### src/rtl/req_gnt_pkg.sv
// Shared types and defaults for the req/gnt responder slice.
// Used by req_gnt_responder and its bench.
package req_gnt_pkg;
    localparam int DATA_W = 8;

    typedef enum logic [1:0] {
        IDLE    = 2'd0,
        GRANT   = 2'd1,
        HOLDOFF = 2'd2
    } resp_state_t;

    typedef logic [DATA_W-1:0] beat_t;
endpackage

### src/rtl/resp_fifo.sv
// Synchronous first-word-fall-through FIFO: dout always shows the head entry,
// so a beat written in cycle N is visible in cycle N+1.
module resp_fifo #(
    parameter int DEPTH  = 8,
    parameter int DATA_W = 8
) (
    input  logic                   clk,
    input  logic                   rst,
    input  logic                   push,
    input  logic                   pop,
    input  logic [DATA_W-1:0]      din,
    output logic [DATA_W-1:0]      dout,
    output logic                   empty,
    output logic [$clog2(DEPTH):0] count
);
    localparam int AW = $clog2(DEPTH);
    localparam int CW = AW + 1;

    logic [DATA_W-1:0] mem [DEPTH];
    logic [AW-1:0]     wr_ptr;
    logic [AW-1:0]     rd_ptr;

    // Pointers are exactly log2(DEPTH) wide and wrap on their own.
    always_ff @(posedge clk) begin
        if (rst) begin
            wr_ptr <= '0;
            rd_ptr <= '0;
            count  <= '0;
        end else begin
            if (push) wr_ptr <= wr_ptr + 1'b1;
            if (pop)  rd_ptr <= rd_ptr + 1'b1;
            count <= count + CW'(push) - CW'(pop);
        end
    end

    always_ff @(posedge clk) begin
        if (push) mem[wr_ptr] <= din;
    end

    assign dout  = mem[rd_ptr];
    assign empty = (count == '0);
endmodule

### src/rtl/req_gnt_responder.sv
// Responder end of a req/gnt beat handshake feeding a valid/ready stream,
// with a per-burst beat limit and holdoff. Optional stats: REQ_GNT_RESP_STATS_EN.
module req_gnt_responder #(
    parameter int DEPTH       = 8,
    parameter int DATA_W      = req_gnt_pkg::DATA_W,
    parameter int MAX_BURST   = 4,
    parameter int HOLDOFF_CYC = 2
) (
    input  logic                   clk,
    input  logic                   rst,
    input  logic                   req,
    input  logic [DATA_W-1:0]      data,
    output logic                   gnt,
    output logic                   m_valid,
    output logic [DATA_W-1:0]      m_data,
    input  logic                   m_ready,
    output logic [$clog2(DEPTH):0] count,
`ifdef REQ_GNT_RESP_STATS_EN
    output logic [15:0]            beat_total,
    output logic [15:0]            full_stall,
`endif
    output logic [1:0]             state_dbg
);
    import req_gnt_pkg::*;

    localparam int CW = $clog2(DEPTH) + 1;
    localparam int BW = $clog2(MAX_BURST + 1);
    localparam int HW = $clog2(HOLDOFF_CYC + 1);
    localparam logic [CW-1:0] DEPTH_C   = CW'(DEPTH);
    localparam logic [BW-1:0] LAST_BEAT = BW'(MAX_BURST - 1);
    localparam logic [HW-1:0] HOLD_LOAD = HW'(HOLDOFF_CYC);

    resp_state_t   state, state_next;
    logic [BW-1:0] burst_cnt, burst_next;
    logic [HW-1:0] holdoff_cnt, holdoff_next;
    logic [CW-1:0] count_next;
    logic          push, pop, empty, gnt_next;

    // Handshake: a beat moves on req&&gnt upstream and m_valid&&m_ready downstream.
    assign push       = req && gnt;
    assign pop        = m_valid && m_ready;
    assign m_valid    = !empty;
    assign count_next = count + CW'(push) - CW'(pop);
    assign state_dbg  = state;

    resp_fifo #(.DEPTH(DEPTH), .DATA_W(DATA_W)) u_fifo (
        .clk   (clk),
        .rst   (rst),
        .push  (push),
        .pop   (pop),
        .din   (data),
        .dout  (m_data),
        .empty (empty),
        .count (count)
    );

    always_ff @(posedge clk) begin
        if (rst) begin
            state       <= IDLE;
            burst_cnt   <= '0;
            holdoff_cnt <= '0;
            gnt         <= 1'b0;
        end else begin
            state       <= state_next;
            burst_cnt   <= burst_next;
            holdoff_cnt <= holdoff_next;
            gnt         <= gnt_next;
        end
    end

    always_comb begin
        state_next   = state;
        burst_next   = burst_cnt;
        holdoff_next = holdoff_cnt;
        case (state)
            IDLE: begin
                if (req) state_next = GRANT;
            end
            GRANT: begin
                if (push) begin
                    if (burst_cnt == LAST_BEAT) begin
                        state_next   = HOLDOFF;
                        burst_next   = '0;
                        holdoff_next = HOLD_LOAD;
                    end else begin
                        burst_next = burst_cnt + 1'b1;
                    end
                end else if (!req) begin
                    state_next = IDLE;
                    burst_next = '0;
                end
            end
            HOLDOFF: begin
                // Leaving on the last holdoff cycle lets gnt rise right after it.
                if (holdoff_cnt <= HW'(1)) begin
                    state_next   = req ? GRANT : IDLE;
                    holdoff_next = '0;
                end else begin
                    holdoff_next = holdoff_cnt - 1'b1;
                end
            end
            default: state_next = IDLE;
        endcase
    end

    // Granting only when the next-cycle occupancy has room makes overflow impossible.
    assign gnt_next = (state_next == GRANT) && (count_next < DEPTH_C);

`ifdef REQ_GNT_RESP_STATS_EN
    always_ff @(posedge clk) begin
        if (rst) begin
            beat_total <= '0;
            full_stall <= '0;
        end else begin
            if (push && beat_total != 16'hFFFF)
                beat_total <= beat_total + 16'd1;
            if (req && count == DEPTH_C && full_stall != 16'hFFFF)
                full_stall <= full_stall + 16'd1;
        end
    end
`endif
endmodule
### config.mk
export PLATFORM = sky130hd
export DESIGN_NAME = req_gnt_responder
export DESIGN_NICKNAME = d
export VERILOG_FILES = /design/src/rtl/req_gnt_pkg.sv /design/src/rtl/resp_fifo.sv /design/src/rtl/req_gnt_responder.sv
export SDC_FILE = /design/constraint.sdc
export NUM_CORES = 1
export LEC_CHECK = 0
export ABC_AREA = 1
export CORE_MARGIN = 1.5
export CORE_UTILIZATION = 63
export CTS_BUF_LIST = sky130_fd_sc_hd__clkbuf_16
export DETAILED_ROUTE_END_ITERATION = 8
export DONT_BUFFER_PORTS = 1
export PLACE_DENSITY = 0.9
export SLEW_MARGIN = 10
export SYNTH_ARGS = -nofsm -noshare
export SYNTH_HDL_FRONTEND = slang
export SYNTH_SLANG_ARGS = --single-unit
### constraint.sdc
create_clock -name clk -period 1.9 [get_ports clk]
set_input_delay 0.285 -clock clk [delete_from_list [all_inputs] [get_ports clk]]
set_output_delay 0.285 -clock clk [all_outputs]
set_load 0.1 [all_outputs]
==> flow_metrics.tcl <==
set metrics [dict create \
    outcome "finished with violations" \
    violations "setup timing" \
    whs_ps 6.44 \
    slew_violations 0 \
    netlist.area_leader.share_pct 50.9 \
    layout-drive-gt1-share_pct 20.0 \
    drtAntennaViolNets 0 \
    syn-instance-count 416 \
    period_share_pct 104 \
    wl_per_cell_um 18.3 \
    insertion_delay_ps 340 \
    overflow 0 \
    power.density_nw_per_um2 1530 \
    avgSynthCellArea_um2 9.07 \
    grt_pass1_wl_um 13800 \
    dr_total_vias 3064 \
    grt_pass1_vias 2899 \
    required_ps 1620 \
    placement_rows 28 \
    cts_inserted_buffers 9 \
    setup_viol 8 \
    place_hpwl_um 5030 \
    cp.arrival_ps 1690 \
    critical_path_class "reg -> out" \
    ioPinCount 28 \
    grt.total_usage_pct 30.0 \
    synth_cell_types 22 \
    placed_area_um2 4170 \
    port_buffers 0 \
    min_period_ps 1970 \
    hold_start "rst" \
    cp-start-kind "register" \
    routed_wl_um 9800 \
    grt_max_degree 33 \
    yosysWarnings 0 \
    antenna_found_initial 0 \
    cts_max_path_buffers 2 \
    peakVddDrop_mv 1.31 \
    yosysTopAreaCell "edfxtp_1" \
    maxCapViolCount 0 \
    fin_nets 475 \
    drtIter0Drc 416 \
    cts_tree "yes" \
    dieArea_um2 6460 \
    cts-root-buf "clkbuf_16" \
    fin_ws_ps -71.3 \
    diodes 0 \
    initial_core_util_pct 64.5 \
    seq_area_frac_synth_pct 62.0 \
    finalHoldViolCount 0 \
    die_y_um 80.4 \
    place_congestion 0.845 \
    max_slew.worst_pin.slew_ps 387 \
    area_delta_synth_final_pct 25.5 \
    timing.fmax_mhz 507 \
    finClkSkew_ps 5.87 \
    ys_seq_elements 85 \
    core_um2 5850 \
    final.fill_count 285 \
    drt-pass1-iter-count 6 \
    p_leak_nw 2.01 \
    rsz0062_at_grt "true" \
    clk_pin_slew_ps 60 \
    p_total_mw 7.23 \
    via_per_inst 5.73 \
    regToRegStartpoint "u_fifo.count[2]" \
    cts.sink_count 85 \
    cts.htree.levels 3 \
    die_w_um 80.4 \
    dominantRegCellSynth "edfxtp_1" \
    end_kind "primary output" \
    drc_errors 0 \
    slew_headroom_pct 74.2 \
    hp-class "in -> reg" \
    synthArstFlopShare_pct 0 \
    synth_nets 436 \
    final_area_um2 4740 \
    synth_area_um2 3770 \
    synthTopCellsByArea "edfxtp_1 (51%), nand2_1 (14%), dfxtp_1 (11%), nor2_1 (8.2%), inv_1 (5.5%)" \
    crit_fanout 16 \
    synth_enable_flop_cells 64 \
]
-- synth_stat cells (all sizes together), types with 6 or more instances --
cell      n
a21oi    15
buf      11
dfxtp    21
edfxtp   64
ha        7
inv      56
nand2   137
nand3    10
nor2     83
o21ai     6
-- logic make-up (layout without fill, tap and decap cells) --
group	count (synthesis)	after routing	share of synthesized area [%]
AO/OA/AOI/OAI	21	21	2.78
XOR/XNOR	1	1	0.232
adder cells (fa/ha/maj)	8	8	2.85
buffers and inverters	69	113	8.42
flip-flops	85	85	62.0
AND/OR/NAND/NOR	232	232	23.7
-- routing by layer --
layer  vias up  share of wire, %  routed length, µm  GRT usage, %
met1      1411                35               3400          32.3
met5         -                 0                  0             0
met3        55               9.3                915          7.16
met4         0               4.4                435          13.6
li1       1379                 -                  -             -
met2       219                52               5050          55.1
-- power breakdown --
group | switching, mW | internal, mW
Combinational | 2.02 | 1.00
Clock | 0.696 | 1.28
Sequential | 0.111 | 2.12
-- timing repair --
item                                   4_1_cts  5_1_grt
hold buffers                                 0        1
resized for setup                            7       20
endpoints found under the hold margin        0        1
pin swaps                                    0       19
gates cloned                                 2        3
buffers inserted                             1        3
setup endpoints to repair                    5        8
-- cells in the final DEF (no fill, tap or decap), types with 2 or more instances in the layout --
cell,synthesis,routed
buf_4,2,25
clkinv_1,1,2
clkinvlp_4,0,2
nand2_2,1,11
buf_12,0,10
nand3_1,10,8
edfxtp_1,64,64
nand3_4,0,2
nor2_1,82,71
dfxtp_1,21,15
o21ai_0,5,4
inv_2,0,2
nand2_1,136,126
nor2_4,0,2
dfxtp_4,0,5
ha_1,7,5
inv_1,55,52
bufinv_16,0,3
a21oi_1,15,15
clkbuf_16,0,12
nor2_2,1,10
inv_4,1,2
-- sequential cells by signal, summed over array words and instances, names as in the netlist, named ones only --
register / cells
burst_cnt: 3
u_fifo.count: 4
u_fifo.rd_ptr: 3
state_dbg: 2
holdoff_cnt: 2
u_fifo.mem: 64
u_fifo.wr_ptr: 3
gnt: 1
-- path summary, 6_finish.rpt --
| kind | to | slack [ps] | depth (start not counted) |
|---|---|---|---|
| hold reg to reg | burst_cnt[2] | 450 | 2 |
| setup reg to reg | u_fifo.count[2] | 210 | 9 |
| setup / recovery | m_data[2] | -70 | 8 |
| hold / removal | u_fifo.count[3] | 6 | 1 |
-- through the flow --
step	TNS (ps)	util, %	setup WS, ps	std cells
5_1_grt	-600	80.9	-121	535
3_3_place_gp	0	71.3	289	510
4_1_cts	-29.0	78.7	-10.7	529
3_5_place_dp	0	71.3	222	510
6_report	-326	80.9	-71.3	535
2_1_floorplan	-409	-	-225	416
-- area by class of cell --
type / count / area [µm²] / share of cell area [%]
flip-flops and latches: 85 / 2360 / 49.9
multi-input cells: 262 / 1220 / 25.8
repair buffers: 40 / 500 / 10.6
clock buffers: 9 / 225 / 4.76
inverters: 57 / 219 / 4.62
clock inverters: 7 / 114 / 2.40
well taps: 75 / 93.8 / 1.98
-- worst max-delay path, stage by stage (launching register included) --
cell       delay, ps
dfxtp_4          470
buf_4            160
clkbuf_16        170
nand2_1           80
nand2_1           80
nand2_1           50
nand2_1           80
nand2_2           80
buf_12           170
No activity file was read; power rests on OpenSTA's default activity.
